===== config.mk =====
export PLATFORM = sky130hd
export DESIGN_NAME = bsg_gateway_io_cmd_arbiter_flat
export DESIGN_NICKNAME = d
export VERILOG_FILES = /design/src/rtl/bsg_gateway_io_cmd_arbiter_if.sv /design/src/rtl/bsg_gateway_io_cmd_arbiter.sv /design/src/flat_wrapper.sv
export SDC_FILE = /design/constraint.sdc
export NUM_CORES = 1
export LEC_CHECK = 0
export BUFFER_PORTS_ARGS = -buffer_cell sky130_fd_sc_hd__clkbuf_2
export CORE_AREA = 2 2 254 256
export DETAILED_ROUTE_END_ITERATION = 16
export DIE_AREA = 0 0 256 258
export HOLD_SLACK_MARGIN = 0.15
export PLACE_DENSITY = 0.3
export SLEW_MARGIN = 20
export SYNTH_ARGS = -nofsm -noshare
export SYNTH_HDL_FRONTEND = slang
export SYNTH_SLANG_ARGS = --single-unit

===== constraint.sdc =====
create_clock -name blackparrot_clk -period 3.2 [get_ports blackparrot_clk]
set_clock_uncertainty 0.1 [all_clocks]
set_input_delay 0.32 -clock blackparrot_clk [delete_from_list [all_inputs] [get_ports blackparrot_clk]]
set_output_delay 0.32 -clock blackparrot_clk [all_outputs]
set_load 0.01 [all_outputs]

===== src/rtl/bsg_gateway_io_cmd_arbiter_if.sv =====
// Bundle of the requester, host-link and status signals of the gateway I/O command arbiter.
// The slave modport is the arbiter's view; the master modport is the surrounding fabric's view.
interface bsg_gateway_io_cmd_arbiter_if #(
  parameter int unsigned msg_width_p       = 128,
  parameter int unsigned max_outstanding_p = 4
) ();

  localparam int unsigned cnt_width_lp = $clog2(max_outstanding_p + 1);

  // Requester side; requester r owns slice r
  logic [1:0][msg_width_p-1:0] cmd_i;
  logic [1:0]                  cmd_v_i;
  logic [1:0]                  cmd_ready_o;
  logic [msg_width_p-1:0]      resp_o;
  logic [1:0]                  resp_v_o;
  logic [1:0]                  resp_yumi_i;

  // Host link side
  logic [msg_width_p-1:0]      io_cmd_o;
  logic                        io_cmd_v_o;
  logic                        io_cmd_ready_i;
  logic [msg_width_p-1:0]      io_resp_i;
  logic                        io_resp_v_i;
  logic                        io_resp_ready_o;

  // Status
  logic [cnt_width_lp-1:0]     outstanding_o;
  logic                        error_o;

  modport slave (
    input  cmd_i, cmd_v_i, resp_yumi_i, io_cmd_ready_i, io_resp_i, io_resp_v_i,
    output cmd_ready_o, resp_o, resp_v_o, io_cmd_o, io_cmd_v_o, io_resp_ready_o,
           outstanding_o, error_o
  );

  modport master (
    output cmd_i, cmd_v_i, resp_yumi_i, io_cmd_ready_i, io_resp_i, io_resp_v_i,
    input  cmd_ready_o, resp_o, resp_v_o, io_cmd_o, io_cmd_v_o, io_resp_ready_o,
           outstanding_o, error_o
  );

endinterface


===== src/rtl/bsg_gateway_io_cmd_arbiter.sv =====
// Round-robin arbiter sharing the host I/O command channel between two BedRock requesters.
// Issued requester IDs are tracked in order so responses are steered back to their owner.
module bsg_gateway_io_cmd_arbiter #(
  parameter int unsigned msg_width_p       = 128,
  parameter int unsigned max_outstanding_p = 4
) (
  input logic                              blackparrot_clk,
  input logic                              blackparrot_reset,
  bsg_gateway_io_cmd_arbiter_if.slave      bus
);

  localparam int unsigned ptr_width_lp = $clog2(max_outstanding_p);
  localparam int unsigned cnt_width_lp = $clog2(max_outstanding_p + 1);
  localparam logic [cnt_width_lp-1:0] max_cnt_lp = cnt_width_lp'(max_outstanding_p);

  // Output stage
  logic                         buf_v_q, buf_v_d;
  logic [msg_width_p-1:0]       buf_msg_q, buf_msg_d;
  // Requester favoured when both are valid
  logic                         prio_q, prio_d;
  // In-order tracking FIFO of requester IDs; occupancy equals the outstanding count
  logic [max_outstanding_p-1:0] id_mem_q, id_mem_d;
  logic [ptr_width_lp-1:0]      rd_ptr_q, rd_ptr_d;
  logic [ptr_width_lp-1:0]      wr_ptr_q, wr_ptr_d;
  logic [cnt_width_lp-1:0]      cnt_q, cnt_d;
  logic                         error_q, error_d;

  logic can_accept;
  logic winner;
  logic accept;
  logic empty;
  logic head;
  logic pop;

  // Grant: single valid requester wins, otherwise the favoured one; ready only to the winner
  always_comb begin
    can_accept      = (~buf_v_q | bus.io_cmd_ready_i) & (cnt_q < max_cnt_lp);
    winner          = (&bus.cmd_v_i) ? prio_q : bus.cmd_v_i[1];
    accept          = can_accept & (|bus.cmd_v_i);
    bus.cmd_ready_o = '0;
    bus.cmd_ready_o[winner] = accept;
  end

  // Response steering to the requester at the head of the tracking FIFO
  always_comb begin
    empty               = (cnt_q == '0);
    head                = id_mem_q[rd_ptr_q];
    pop                 = ~empty & bus.resp_yumi_i[head];
    bus.resp_o          = bus.io_resp_i;
    bus.resp_v_o        = '0;
    bus.resp_v_o[head]  = bus.io_resp_v_i & ~empty;
    // Stray responses are sunk so the link never stalls on them
    bus.io_resp_ready_o = empty | bus.resp_yumi_i[head];
  end

  // Registered outputs toward the host link and status
  always_comb begin
    bus.io_cmd_o      = buf_msg_q;
    bus.io_cmd_v_o    = buf_v_q;
    bus.outstanding_o = cnt_q;
    bus.error_o       = error_q;
  end

  // Next-state: load buffer on accept, drain on transfer, push/pop tracking FIFO
  always_comb begin
    buf_v_d   = buf_v_q;
    buf_msg_d = buf_msg_q;
    prio_d    = prio_q;
    id_mem_d  = id_mem_q;
    rd_ptr_d  = rd_ptr_q;
    wr_ptr_d  = wr_ptr_q;
    cnt_d     = cnt_q;
    error_d   = error_q;

    if (accept) begin
      buf_msg_d          = bus.cmd_i[winner];
      buf_v_d            = 1'b1;
      prio_d             = ~winner;
      id_mem_d[wr_ptr_q] = winner;
      wr_ptr_d           = wr_ptr_q + ptr_width_lp'(1);
    end else if (buf_v_q & bus.io_cmd_ready_i) begin
      buf_v_d = 1'b0;
    end

    if (pop) begin
      rd_ptr_d = rd_ptr_q + ptr_width_lp'(1);
    end

    unique case ({accept, pop})
      2'b10:   cnt_d = cnt_q + cnt_width_lp'(1);
      2'b01:   cnt_d = cnt_q - cnt_width_lp'(1);
      default: cnt_d = cnt_q;
    endcase

    if (bus.io_resp_v_i & empty) begin
      error_d = 1'b1;
    end
  end

  // State registers, cleared asynchronously
  always_ff @(posedge blackparrot_clk or negedge blackparrot_reset) begin
    if (!blackparrot_reset) begin
      buf_v_q   <= 1'b0;
      buf_msg_q <= '0;
      prio_q    <= 1'b0;
      id_mem_q  <= '0;
      rd_ptr_q  <= '0;
      wr_ptr_q  <= '0;
      cnt_q     <= '0;
      error_q   <= 1'b0;
    end else begin
      buf_v_q   <= buf_v_d;
      buf_msg_q <= buf_msg_d;
      prio_q    <= prio_d;
      id_mem_q  <= id_mem_d;
      rd_ptr_q  <= rd_ptr_d;
      wr_ptr_q  <= wr_ptr_d;
      cnt_q     <= cnt_d;
      error_q   <= error_d;
    end
  end

endmodule


===== src/flat_wrapper.sv =====
// flat-port wrapper written by rule: the top's interface ports become plain ports
module bsg_gateway_io_cmd_arbiter_flat 
#(
  parameter int unsigned msg_width_p       = 128,
  parameter int unsigned max_outstanding_p = 4
)
  (blackparrot_clk, blackparrot_reset, bus_cmd_i, bus_cmd_v_i, bus_resp_yumi_i, bus_io_cmd_ready_i, bus_io_resp_i, bus_io_resp_v_i, bus_cmd_ready_o, bus_resp_o, bus_resp_v_o, bus_io_cmd_o, bus_io_cmd_v_o, bus_io_resp_ready_o, bus_outstanding_o, bus_error_o);
  bsg_gateway_io_cmd_arbiter_if #(.msg_width_p(msg_width_p), .max_outstanding_p(max_outstanding_p)) bus_i ();
  input logic blackparrot_clk;
  input logic blackparrot_reset;
  input wire logic [$bits(bus_i.cmd_i)-1:0] bus_cmd_i;
  input wire logic [$bits(bus_i.cmd_v_i)-1:0] bus_cmd_v_i;
  input wire logic [$bits(bus_i.resp_yumi_i)-1:0] bus_resp_yumi_i;
  input wire logic [$bits(bus_i.io_cmd_ready_i)-1:0] bus_io_cmd_ready_i;
  input wire logic [$bits(bus_i.io_resp_i)-1:0] bus_io_resp_i;
  input wire logic [$bits(bus_i.io_resp_v_i)-1:0] bus_io_resp_v_i;
  output wire logic [$bits(bus_i.cmd_ready_o)-1:0] bus_cmd_ready_o;
  output wire logic [$bits(bus_i.resp_o)-1:0] bus_resp_o;
  output wire logic [$bits(bus_i.resp_v_o)-1:0] bus_resp_v_o;
  output wire logic [$bits(bus_i.io_cmd_o)-1:0] bus_io_cmd_o;
  output wire logic [$bits(bus_i.io_cmd_v_o)-1:0] bus_io_cmd_v_o;
  output wire logic [$bits(bus_i.io_resp_ready_o)-1:0] bus_io_resp_ready_o;
  output wire logic [$bits(bus_i.outstanding_o)-1:0] bus_outstanding_o;
  output wire logic [$bits(bus_i.error_o)-1:0] bus_error_o;
  assign bus_i.cmd_i = bus_cmd_i;
  assign bus_i.cmd_v_i = bus_cmd_v_i;
  assign bus_i.resp_yumi_i = bus_resp_yumi_i;
  assign bus_i.io_cmd_ready_i = bus_io_cmd_ready_i;
  assign bus_i.io_resp_i = bus_io_resp_i;
  assign bus_i.io_resp_v_i = bus_io_resp_v_i;
  assign bus_cmd_ready_o = bus_i.cmd_ready_o;
  assign bus_resp_o = bus_i.resp_o;
  assign bus_resp_v_o = bus_i.resp_v_o;
  assign bus_io_cmd_o = bus_i.io_cmd_o;
  assign bus_io_cmd_v_o = bus_i.io_cmd_v_o;
  assign bus_io_resp_ready_o = bus_i.io_resp_ready_o;
  assign bus_outstanding_o = bus_i.outstanding_o;
  assign bus_error_o = bus_i.error_o;
  bsg_gateway_io_cmd_arbiter #(.msg_width_p(msg_width_p), .max_outstanding_p(max_outstanding_p)) u_core (.blackparrot_clk(blackparrot_clk), .blackparrot_reset(blackparrot_reset), .bus(bus_i));
endmodule

# --- Yosys cells after proc, flatten, opt, wreduce, memory -nomap -nowiden ---
# Cells that the tools add are included.
word_totals:
  regBits: 142
  out_inout_bits: 266
  wordCells: 60
classes:
  addsub: 4
  n_lt_le_gt_ge: 8
  n_eq_ne: 2
  n_mux: 17
  bitwise_logic: 13
  reduce_logical: 8
ops:
  columns: ["cell", "count"]
  rows:
  - ["two-way mux 128 bit", 2]
  - ["two-way mux 1 bit", 9]
  - ["bitwise AND 1 bit", 6]
  - ["less-than comparator 2 x 3 -> 1 bit, second input constant", 2]
  - ["case mux 3 bit (2 select lines)", 1]
  - ["adder 2 x 1 -> 2 bit, second input constant", 2]
  - ["bitwise AND 2 bit", 2]
  - ["bitwise mux 4 bit", 1]
  - ["less-than comparator 1 x 2 -> 1 bit, second input constant", 2]
  - ["nonzero test 2 bit", 2]
  - ["adder 3 x 1 -> 3 bit, second input constant", 1]
  - ["logical AND 1 bit", 3]
  - ["zero test 3 bit", 1]
  - ["less-than comparator 3 bit, second input constant", 1]
  - ["inverter 1 bit", 3]
  - ["subtractor 3 x 1 -> 3 bit, second input constant", 1]
  - ["binary-select mux 1 bit (select 2 bit)", 1]
  - ["demux 1 bit (select 1 bit)", 2]
  - ["demux 1 bit (select 2 bit)", 1]
  - ["== test 2 x 1 -> 1 bit, second input constant", 1]
  - ["== test 2 bit, second input constant", 1]
  - [">= comparator 1 bit, second input constant", 2]
  - [">= comparator 2 x 1 -> 1 bit, second input constant", 1]
  - ["OR 1 bit", 2]
  - ["other kinds (2)", 2]

# --- Logic depth before layout (Yosys ltp) ---
# Gate-level depths: netlist of run 1.
logic_depth:
  word_depth: 7
  depth_mapped: 10

# --- Worst setup path before layout of run 1 ---
# No wires, ideal clock.
synth_timing:
  path_type: "reg-to-reg"
  from: "register u_core.rd_ptr_q[1]"
  to: "register u_core.cnt_q[2], in the netlist u_core.bus.outstanding_o[2]"
  setup_time_ns: 0.079
  arrival_ns: 2.131
  slack_ns: 0.890
  path_stages_with_launch: 11
  cell_sequence: "dfrtp_1 > mux2_2 > mux2i_1 > mux2i_1 > nor2_1 > ha_1 > inv_1 > fa_1 > xor2_1 > nor2_1 > xor2_1"
synth_between:
  elab_chain_cells: 7
synth_rtl:
  columns: ["element", "line_no", "text"]
  rows:
  - ["start, declared", "bsg_gateway_io_cmd_arbiter.sv:23", "logic [ptr_width_lp-1:0] rd_ptr_q, rd_ptr_d;"]
  - ["start signal, assigned", "bsg_gateway_io_cmd_arbiter.sv:116", "rd_ptr_q <= rd_ptr_d;"]
  - ["binary-select mux 1 bit (select 2 bit) (*)", "bsg_gateway_io_cmd_arbiter.sv:47", "head = id_mem_q[rd_ptr_q];"]
  - ["two-way mux 1 bit (not written as such) (*)", "bsg_gateway_io_cmd_arbiter.sv:47", null]
  - ["two-way mux 1 bit (not written as such) (*) (2 in a row)", "bsg_gateway_io_cmd_arbiter.sv:48", "pop = ~empty & bus.resp_yumi_i[head];"]
  - ["bitwise AND 1 bit (*)", "bsg_gateway_io_cmd_arbiter.sv:48", null]
  - ["named net u_core.pop", "bsg_gateway_io_cmd_arbiter.sv:33", "logic pop;"]
  - ["== test 2 x 1 -> 1 bit or == test 2 bit (tied branches)", "bsg_gateway_io_cmd_arbiter.sv:89", "unique case ({accept, pop})"]
  - ["case mux 3 bit (2 select lines) or nonzero test 2 bit (tied branches)", null, null]
  - ["end signal, assigned", "bsg_gateway_io_cmd_arbiter.sv:118", "cnt_q <= cnt_d;"]
  - ["end, declared", "bsg_gateway_io_cmd_arbiter.sv:25", "logic [cnt_width_lp-1:0] cnt_q, cnt_d;"]
# Mark *: on every way through the listed nets, which the timed path passes. The rest lies on a longest branch. The select of a mux whose other input is x is not followed.
# A chain may end at the register's enable or synchronous reset.

# --- Final worst setup path of run 1 ---
layout_timing:
  from: "input bus_cmd_v_i[1]"
  to: "register u_core.buf_msg_q[47], in the netlist u_core.bus.io_cmd_o[47]"
layout_between:
  elab_chain_cells: 4
layout_rtl:
  columns: ["element", "line_no", "text"]
  rows:
  - ["start, declared", "flat_wrapper.sv:12", "input wire logic [$bits(bus_i.cmd_v_i)-1:0] bus_cmd_v_i;"]
  - ["AND reduction 2 bit", "bsg_gateway_io_cmd_arbiter.sv:38", "winner = (&bus.cmd_v_i) ? prio_q : bus.cmd_v_i[1];"]
  - ["two-way mux 1 bit", "bsg_gateway_io_cmd_arbiter.sv:38", null]
  - ["two-way mux 128 bit (not written as such) (2 in a row)", "bsg_gateway_io_cmd_arbiter.sv:76", "buf_msg_d = bus.cmd_i[winner];"]
  - ["end signal, assigned", "bsg_gateway_io_cmd_arbiter.sv:113", "buf_msg_q <= buf_msg_d;"]
  - ["end, declared", "bsg_gateway_io_cmd_arbiter.sv:18", "logic [msg_width_p-1:0] buf_msg_q, buf_msg_d;"]
# Parallel ways exist; a longest one is shown, timed or not. The select of a mux whose other input is x is not followed.

==> results of run 1 <==
layer usage:
layer | track usage (%) | vias to the layer above
li1 | - | 3202
met1 | 10.0 | 3303
met2 | 13.7 | 363
met3 | 3.68 | 67
met4 | 5.26 | 2
met5 | 0 | -
power groups by stage:
stage | Sequential (mW) | Clock [mW] | Combinational [mW]
6_report | 3.24 | 2.27 | 5.25
5_1_grt | 3.36 | 2.48 | 5.74
4_1_cts | 3.24 | 2.39 | 5.30
3_5_place_dp | 3.24 | 0 | 3.81
3_3_place_gp | 3.28 | 0 | 3.83
2_1_floorplan | 3.53 | 0 | 2.03
through the flow:
step / hold WS (ns) / instances
6_report: 0.208 / 2020
5_1_grt: 0.214 / 2020
4_1_cts: 0.153 / 2020
3_5_place_dp: 0.306 / 1725
3_3_place_gp: 0.304 / 1725
2_1_floorplan: -0.0756 / 628
critical path, delay by kind of cell:
family,cells,cell delay (ns)
buffers and inverters,5,1.67
and+or+nand+nor,2,0.51
AOI/OAI and AO/OA,1,0.38
cell usage in the layout (no fill, tap or decap), drive strengths merged:
| cell type | instances |
|---|---|
| clkbuf | 420 |
| dlygate4sd3 | 263 |
| dfrtp | 142 |
| and2 | 128 |
| a221o | 128 |
| buf | 14 |
| nor2 | 8 |
| inv | 8 |
| a21oi | 6 |
| mux2i | 5 |
| nand2 | 5 |
| ha | 5 |
| bufinv | 4 |
| xor2 | 3 |
| clkinvlp | 3 |
| clkinv | 3 |
| mux2 | 2 |
| xnor2 | 2 |
| o21ai | 2 |
| nor3 | 2 |
| nor2b | 2 |
| and3 | 1 |
| or3 | 1 |
| nand2b | 1 |
| and4bb | 1 |
| o31ai | 1 |
| a21boi | 1 |
| a41o | 1 |
| o21bai | 1 |
| a21o | 1 |
| fa | 1 |
final cells by class:
| type | count | area, sq um |
|---|---|---|
| Fill cell | 7067 | 51000 |
| Clock inverter | 12 | 183 |
| Multi-Input combinational cell | 308 | 2490 |
| Timing Repair Buffer | 677 | 4820 |
| Inverter | 6 | 25.0 |
| Sequential cell | 142 | 3550 |
| Clock buffer | 20 | 467 |
| Tap cell | 855 | 1070 |
how the worst max path moves through the flow:
| stage | start | end | slack, ns | depth (start not counted) |
|---|---|---|---|---|
| final | bus_cmd_v_i[1] | u_core.bus.io_cmd_o[47]$_DFFE_PN0P_ | 0.48 | 8 |
| after global placement | u_core.rd_ptr_q[1]$_DFFE_PN0P_ | u_core.bus.outstanding_o[2]$_DFFE_PN0P_ | 0.67 | 10 |
| after detailed placement | u_core.rd_ptr_q[1]$_DFFE_PN0P_ | u_core.bus.outstanding_o[2]$_DFFE_PN0P_ | 0.63 | 10 |
| after global routing | u_core.rd_ptr_q[1]$_DFFE_PN0P_ | u_core.bus.outstanding_o[2]$_DFFE_PN0P_ | 0.33 | 10 |
| after CTS | u_core.bus.outstanding_o[2]$_DFFE_PN0P_ | u_core.bus.io_cmd_o[47]$_DFFE_PN0P_ | 0.51 | 5 |
| after floorplan | u_core.rd_ptr_q[1]$_DFFE_PN0P_ | u_core.bus.outstanding_o[2]$_DFFE_PN0P_ | 0.89 | 10 |
cell families (layout without fill, tap and decap cells):
group,count (synthesis),after routing
fa+ha+maj,6,6
compound gates,141,141
mux,7,7
buf+inv,178,715
flops,142,142
xor+xnor,5,5
simple gates,149,149
registers in the layout, summed over array words and instances, names as in the netlist:
signal                    flops
u_core.bus.io_cmd_o         128
u_core.id_mem_q               4
u_core.bus.outstanding_o      3
u_core.rd_ptr_q               2
u_core.wr_ptr_q               2
u_core.bus.error_o            1
u_core.bus.io_cmd_v_o         1
u_core.prio_q                 1
repair_timing:
item / CTS / global route
endpoints found under the hold margin: 192 / 0
endpoints found under the setup margin: 0 / 0
hold buffers: 263 / 0
==> run metrics, run 1 <==
Syn Area/Cell=11.6 sq um; most common flop cell mapped by yosys=dfrtp_1; Synth Area in Simple Gates=12.7%; switching part of the total=33.7%; syn nets=1,026; Leak Pwr=6.05 nW; Most Frequent Cell on Critical Path=dlygate4sd3_1; type of origin of the critical path=primary input; Worst-Margin Slew=0.730 ns; DR vias/cell=3.43; core area=63,600 sq um; CP cell instances=dlygate4sd3_1 -> clkbuf_2 -> nor2_1 -> nor3_4 -> inv_4 -> buf_4 -> a221o_1 -> dlygate4sd3_1; fraction of layout cells with a size suffix above 1=38.9%; DR WL/cell=14.2 um; Synth top cells by count=142 x dfrtp_1, 136 x buf_4, 128 x a221o_1, 128 x and2_1, 19 x clkbuf_1; initial DRC count=333; Finished Core Util=19.8%; Design Area, Final=12,600 sq um; sequential cell fraction of total power=30.2%; I/O pin count=658; post-place instance area=9330 sq um; max-cap violations=0; FF+latch count, synth=142; cts bufs inserted=17; PortBufs=401; Min-Delay Endpoint=u_core.rd_ptr_q[0]$_DFFE_PN0P_; quantity of gates resized following cts=0; worst reg2reg startpoint=u_core.bus.outstanding_o[2]$_DFFE_PN0P_; mapped cell area=7280 sq um; Setup TNS Final=0 ns; reg2reg path depth=5; CP endpoint kind=flop; Max Used Layer=met5; die width=256 um; Skew-Pair Late Insertion Delay=0.47 ns; Max Slew Vio Count=0; Final GP Congestion=0.845; VDD IR max=0.426 mV; Setup WS pre-CTS=0.629 ns; post-route ant nets=0; CTS root buffer=clkbuf_16; Tcrit/Tclk final=85.1%; Gate Count Post-Synth=628; gr usage total=8.78%; Total Routed Length=28,700 um; P_sw=3.63 mW; Synth Area in Compound Gates=18.7%; Overall Power=10.8 mW; Net count, final=1,550; Async SR Flop Fraction=100%; register area share after synthesis=48.8%; H-tree levels=4; Ant. Diodes=0; Die ar.=66,000 sq um; R2R Setup Slk=0.53 ns; hold depth=4; WP data arrival=2.97 ns; capturing point of the worst reg2reg path=u_core.bus.io_cmd_o[47]$_DFFE_PN0P_; status=complete, no violations; Synth top area share=48.8%; Syn-to-layout area delta=73.1%; kind of critical path=primary input to flop; post-synth top area cell=dfrtp_1; Yosys cell types=32; Synth Area in XOR/XNOR=0.601%; CTS sink count=142; Finish-stage setup viols=0; vias in the first global route=7,300; Core Rows=93; Worst path max stage delay=0.56 ns; drt drc=0; combinational share of power=48.8%; Max-slew headroom=51.3%; Worst path slowest cell=dlygate4sd3_1; CTS Buffer Depth=2; Post-CTS Setup Inserts=0; Pre-antenna DRT Iters=4; clock power share=21.1%; top-count cell post-synth=dfrtp_1; Setup WS post-layout=0.476 ns; worst-path maximum fanout=58; clk slew on worst S/H paths=0.07 ns; Initial Util=11.4%; chip height=258 um; met2 WL=13,100 um; Final min period=2.72 ns; DR vias=6,937; RSZ-0062 raised after global routing=false; largest family of logic cells by synthesized area=compound AO/OA/AOI/OAI gates; initial antenna violation count=2; Post-synth EDFFs=0; Final Hold Vio Count=0; Synth area leaders=dfrtp_1 49%, a221o_1 18%, buf_4 14%; post-synthesis adder-cell area fraction=1.13%; first-pass GRT wire length=43,700 um; Post-DP HPWL=20,400 um; GRT Residual Overflow=0; CP required=3.44 ns; met1 WL=11,900 um; yosys warns=0; largest net degree at the start of global routing=71; met3 wire length=2470 um; mux cell area share after synthesis=0.996%; Hold WC Path Type=primary input to flop; PD cells=854 nW/um^2; Cell Int Power=7.13 mW; CTS tree=done; fmax=0.367 GHz; Worst Min Path Start=bus_resp_yumi_i[1]
No activity file was read; power rests on OpenSTA's default activity.
==> run 2, diff against run 1 <==
- ABC_AREA: unset -> 1
- CORE_AREA: 2 2 254 256 -> 2 2 253 255
- DIE_AREA: 0 0 256 258 -> 0 0 255 257
==> run metrics, run 2 <==
commonest non-fill, non-tap cells in the layout=409 x nand2_1, 400 x clkbuf_2, 262 x dlygate4sd3_1, 142 x dfrtp_1, 137 x nand3_1; worst-path maximum fanout=57 (-1.7%); first-pass GRT wire length=43,700 um (about the same); max-cap violations=0 (unchanged); CTS sink count=142 (unchanged); clk slew on worst S/H paths=0.06 ns (about the same); die width=255 um (-0.39%); CTS Buffer Depth=2 (unchanged); vias in the first global route=8,187 (+12%); Core Rows=92 (-1.1%); Pre-antenna DRT Iters=7 (+3); gr usage total=8.85% (+0.070 points); cts bufs inserted=17 (unchanged); Initial Util=11.5% (+0.099 points); Final GP Congestion=0.732 (-13%); fmax=0.387 GHz (+5.4%); RSZ-0062 raised after global routing=false; CTS tree=done; core area=62,700 sq um (-1.4%); yosys warns=0 (unchanged); Gate Count Post-Synth=902 (+44%); Post-DP HPWL=20,500 um (+0.39%); placed cell count=1,988 (+15%); syn nets=1,300 (+27%); Synth top area share=49.1% (+0.29 points); Hold WC Path Type=primary input to flop; max FFs per register=128 (unchanged); chip height=257 um (-0.39%); Synth top cells by count=409 x nand2_1, 142 x dfrtp_1, 137 x nand3_1, 133 x buf_4, 31 x buf_2; PortBufs=401 (unchanged); H-tree levels=4 (unchanged); drt drc=0 (unchanged); initial DRC count=259 (-22%); kind of critical path=primary input to flop; Die ar.=65,500 sq um (-0.78%); Syn-to-layout area delta=72.2%; CP required=3.51 ns (+0.07 ns); post-synth top area cell=dfrtp_1; Max Slew Vio Count=0 (unchanged); most common cell after layout, fill and taps aside=nand2_1; register area share after synthesis=49.1% (+0.29 points); footprint of the multi-input gates=2450 sq um (-1.6%); Post-synth EDFFs=0 (unchanged); Skew-Pair Late Insertion Delay=0.46 ns (about the same); largest net degree at the start of global routing=67 (-5.6%); Net count, final=1,821 (+17%); fraction of layout cells with a size suffix above 1=31.1% (-7.8 points); Total Routed Length=29,400 um (+2.5%); VDD IR max=0.391 mV (-8.2%); FF+latch area=3550 sq um (unchanged); Leak Pwr=6.30 nW (+4.1%); Final Non-Filler Cells=2,281 (+13%); Tcrit/Tclk final=80.7% (-4.4 points); Setup WS pre-CTS=0.880 ns (+0.251 ns); Synth area leaders=dfrtp_1 49%, nand2_1 21%, buf_4 14%; filler cell count=7,105 (+0.54%); Syn Area/Cell=8.03 sq um (-31%); Yosys cell types=19 (-41%); Setup WS post-layout=0.616 ns (+0.140 ns); DR WL/cell=12.9 um (-9.2%); mapped cell area=7240 sq um (-0.58%); top-count cell post-synth=nand2_1; Ant. Diodes=0 (unchanged); PD cells=830 nW/um^2 (-2.8%); CTS root buffer=clkbuf_16; initial antenna violation count=0 (-2); Max-slew headroom=44.2% (-7.2 points); I/O pin count=658 (unchanged); DR vias/cell=3.36 (-2.3%); Async SR Flop Fraction=100% (unchanged); CP endpoint kind=flop; Setup TNS Final=0 ns (unchanged); Final Hold Vio Count=0 (unchanged); Final min period=2.58 ns (-0.140 ns); post-route ant nets=0 (unchanged); type of origin of the critical path=primary input; Finish-stage setup viols=0 (unchanged); status=complete, no violations; most common flop cell mapped by yosys=dfrtp_1; WP data arrival=2.89 ns (-0.08 ns); GRT Residual Overflow=0 (unchanged); FF+latch count, synth=142 (unchanged); quantity of gates resized following cts=0 (unchanged); DR vias=7,657 (+10%); Worst-Margin Slew=0.837 ns (+0.107 ns)
[run 2: cell count changes in the layout (fill, tap and decap cells not counted), sizes merged, moves of 4 or more]
| cell | change |
|---|---|
| nand2 | +404 |
| clkinv | +4 |
| mux2i | -5 |
| nand3 | +137 |
| buf | -4 |
| and2 | -128 |
| inv | +8 |
| a221o | -128 |
| o21ai | +7 |
[run 2: path summary, 6_finish.rpt]
path	from	end	slack [ns]	cells after the start
min in group asynchronous	blackparrot_reset	u_core.bus.io_cmd_o[102]$_DFFE_PN0P_	0.31	2
setup / recovery	bus_io_cmd_ready_i	u_core.bus.io_cmd_o[0]$_DFFE_PN0P_	0.62	10
setup reg to reg	u_core.bus.outstanding_o[2]$_DFFE_PN0P_	u_core.bus.io_cmd_o[0]$_DFFE_PN0P_	0.66	9
hold reg to reg	u_core.bus.error_o$_DFFE_PN0P_	u_core.bus.error_o$_DFFE_PN0P_	0.38	1
max in group asynchronous	blackparrot_reset	u_core.bus.io_cmd_o[50]$_DFFE_PN0P_	1.84	3
hold / removal	bus_resp_yumi_i[1]	u_core.rd_ptr_q[0]$_DFFE_PN0P_	0.25	6
[run 2: worst max-delay path, stage by stage]
cell           delay, ns
dlygate4sd3_1       0.54
clkbuf_2            0.11
nor2_1              0.06
nor2_4              0.24
inv_4               0.10
nor2_4              0.36
buf_12              0.29
nand2_1             0.13
nand3_1             0.09
dlygate4sd3_1       0.55
[run 2: what timing repair did]
item / 4_1_cts / 5_1_grt
endpoints found under the hold margin: 195 / 0
buffers inserted: 0 / 0
hold buffers: 262 / 0
[run 2: per-stage QoR]
| stage | area, sq um | util (%) | hold slack [ns] | power [mW] |
|---|---|---|---|---|
| 4_1_cts | 12500 | 19.9 | 0.198 | 10.5 |
| 3_3_place_gp | 9270 | 14.8 | 0.306 | 6.90 |
| 5_1_grt | 12500 | 19.9 | 0.276 | 11.2 |
| 6_report | 12500 | 19.9 | 0.248 | 10.3 |
| 3_5_place_dp | 9270 | 14.8 | 0.292 | 6.87 |
| 2_1_floorplan | 7240 | - | -0.0756 | 5.34 |
[run 2: cell type report]
type                       count  area share (%)
clock buffer                  20            3.66
tap                          846            8.49
clock inverter                11           0.943
inverter                      16           0.502
timing repair buffer         672            38.2
sequential                   142            28.5
multi-input combinational    574            19.7
[run 2: cell families after synthesis]
family,after synthesis,share of synthesized area (%)
simple gates,551,31.2
flops,142,49.1
compound gates,13,0.985
buf+inv,186,17.1
xor+xnor,4,0.484
fa+ha+maj,6,1.14
[run 2: layer usage]
metal / share of wire (%) / global-route usage, % / vias to the layer above
li1: - / - / 3744
met1: 38 / 8.70 / 3540
met2: 49 / 15.2 / 303
met3: 8.6 / 3.81 / 70
met4: 4.7 / 5.54 / 0
met5: 0 / 0 / -
[run 2: power breakdown]
part           leakage [nW]  internal [mW]  switching [mW]  total, mW
logic                  4.26           2.70            2.45       5.15
registers              1.75           2.66           0.484       3.14
clock network         0.281           1.18           0.869       2.05
total                  6.30           6.53            3.81       10.3
==> run 3, diff against run 2 <==
- ABC_AREA: 1 -> 0
- CORE_AREA: 2 2 253 255 -> 2 2 254 256
- DIE_AREA: 0 0 255 257 -> 0 0 256 258
- clock period: 3.2 -> 2.4 ns (I/O delays scaled with it)
==> run metrics, run 3 (same netlist as run 1, synthesis figures left out) <==
status=finished with violations; failing checks=negative setup slack; Final Hold Vio Count=0 (unchanged); sequential cell fraction of total power=30.1% (-0.3 points); max-cap violations=0 (unchanged); initial DRC count=231 (-11%); Core Rows=93 (+1.1%); Cell Int Power=9.49 mW (+45%); initial antenna violation count=1 (+1); CTS tree=done; met2 Resource Use GR=13.9% (-1.3 points); filler cell count=7,104 (-0.014%); worst-path maximum fanout=68 (+19%); largest net degree at the start of global routing=69 (+3.0%); DR vias/cell=3.44 (+2.5%); Setup WS pre-CTS=-0.0564 ns (-0.937 ns); Hold WS=0.164 ns (-0.0847 ns); Skew-Pair Late Insertion Delay=0.48 ns (+0.02 ns); clock power share=18.6% (-1.2 points); fmax=0.414 GHz; P_sw=4.93 mW (+29%); CP endpoint kind=flop; VDD IR max=0.441 mV (+13%); RSZ-0062 raised after global routing=true; Tcrit/Tclk final=101%; clk slew on worst S/H paths=0.07 ns (about the same); most common cell after layout, fill and taps aside=clkbuf_2; CP required=2.65 ns (-0.86 ns); post-place instance area=9400 sq um (+1.4%); PortBufs=401 (unchanged); die width=256 um (+0.39%); switching part of the total=34.2% (-2.6 points); CTS root buffer=clkbuf_16; GRT Residual Overflow=0 (unchanged); H-tree levels=4 (unchanged); max FFs per register=128 (unchanged); combinational share of power=51.3% (+1.5 points); commonest non-fill, non-tap cells in the layout=399 x clkbuf_2, 265 x dlygate4sd3_1, 141 x dfrtp_1, 128 x and2_1, 128 x a221o_1; fraction of layout cells with a size suffix above 1=40.1% (+9.0 points); vias in the first global route=7,616 (-7.0%); first-pass GRT wire length=45,000 um (+2.9%); Top Usage Layer GRT=met2; Pre-antenna DRT Iters=4 (-3); Final min period=2.41 ns; Total Routed Length=29,900 um (+1.6%); type of origin of the critical path=flop; Post-DP HPWL=20,600 um (+0.52%); Initial Util=11.4% (-0.099 points); Finish-stage setup viols=6 (+6); cts bufs inserted=17 (unchanged); Worst-Margin Slew=0.566 ns (-0.271 ns); DR vias=7,018 (-8.3%); PD cells=1130 nW/um^2 (+36%); Die ar.=66,000 sq um (+0.78%); Overall Power=14.4 mW (+39%); Design Area, Final=12,800 sq um (+2.7%); CTS Buffer Depth=2 (unchanged); Final GP Congestion=0.840 (+15%); Syn-to-layout area delta=75.8%; Max-slew headroom=62.2% (+18 points); Leak Pwr=6.15 nW (-2.4%); Hold WC Path Type=primary input to flop; DR WL/cell=14.6 um (+14%); CTS sink count=142 (unchanged); Net count, final=1,569 (-14%); post-route ant nets=0 (unchanged); footprint of the multi-input gates=2520 sq um (+3.0%); Finished Core Util=20.1% (+0.24 points); GR met1 Demand/Resource=10.2% (+1.5 points); WP data arrival=2.66 ns (-0.23 ns); FF+latch area=3550 sq um (about the same); drt drc=0 (unchanged); gr usage total=8.96% (+0.11 points); I/O pin count=658 (unchanged); kind of critical path=flop to flop; Max Slew Vio Count=0 (unchanged); met3 Usage GRT=3.61% (-0.20 points); core area=63,600 sq um (+1.5%); chip height=258 um (+0.39%); Setup WS post-layout=-0.0127 ns (-0.629 ns)
-- run 3: power by group through the flow --
stage	combinational, mW	sequential (mW)	clock (mW)
floorplan	2.71	4.71	0
global placement	5.23	4.37	0
detailed placement	5.20	4.33	0
CTS	7.29	4.34	2.87
global route	8.06	4.49	2.93
finish	7.40	4.34	2.68
-- run 3: worst paths after layout --
kind	from	to	slack (ns)	depth (start not counted)
setup / recovery	u_core.bus.io_cmd_v_o$_DFFE_PN0P_	u_core.bus.io_cmd_o[27]$_DFFE_PN0P_	-0.01	7
hold / removal	bus_cmd_i[179]	u_core.bus.io_cmd_o[51]$_DFFE_PN0P_	0.16	3
setup reg to reg	u_core.bus.io_cmd_v_o$_DFFE_PN0P_	u_core.bus.io_cmd_o[27]$_DFFE_PN0P_	-0.01	7
hold reg to reg	u_core.bus.error_o$_DFFE_PN0P_	u_core.bus.error_o$_DFFE_PN0P_	0.37	1
max in group asynchronous	blackparrot_reset	u_core.bus.io_cmd_o[23]$_DFFE_PN0P_	1.37	3
min in group asynchronous	blackparrot_reset	u_core.bus.io_cmd_o[8]$_DFFE_PN0P_	0.22	2
-- run 3: cell type report --
type / instances / share of cell area, %
Timing Repair Buffer: 696 / 39.5
Sequential cell: 142 / 27.8
Multi-Input combinational cell: 308 / 19.7
Tap cell: 855 / 8.36
Clock buffer: 22 / 3.78
Clock inverter: 9 / 0.665
Inverter: 6 / 0.195
Antenna cell: 1 / 0.0195
-- run 3: worst max-delay path, cell delays in order, from the launching register on --
cell           delay, ns
dfrtp_1             0.38
nor2b_4             0.14
buf_4               0.14
nor3_4              0.21
inv_4               0.08
buf_12              0.18
a221o_1             0.37
dlygate4sd3_1       0.57
-- run 3: routing by layer --
layer | vias to the layer above | wire length, um
met5 | - | 13
met4 | 2 | 1520
met3 | 81 | 2320
li1 | 3242 | -
met2 | 359 | 13700
met1 | 3334 | 12400
-- run 3: metrics by stage --
step | std cells | TNS, ns
floorplan | 628 | 0
global placement | 1732 | -0.0429
detailed placement | 1732 | -0.0564
CTS | 2031 | 0
global route | 2038 | -0.516
finish | 2039 | -0.0363
-- run 3: timing repair --
item | CTS | global route
setup endpoints to repair | 2 | 113
cloned | 0 | 2
hold endpoints to repair | 277 | 0
buffers inserted | 3 | 6
pin swaps | 1 | 2
resized for setup | 6 | 5
hold buffers | 265 | 0
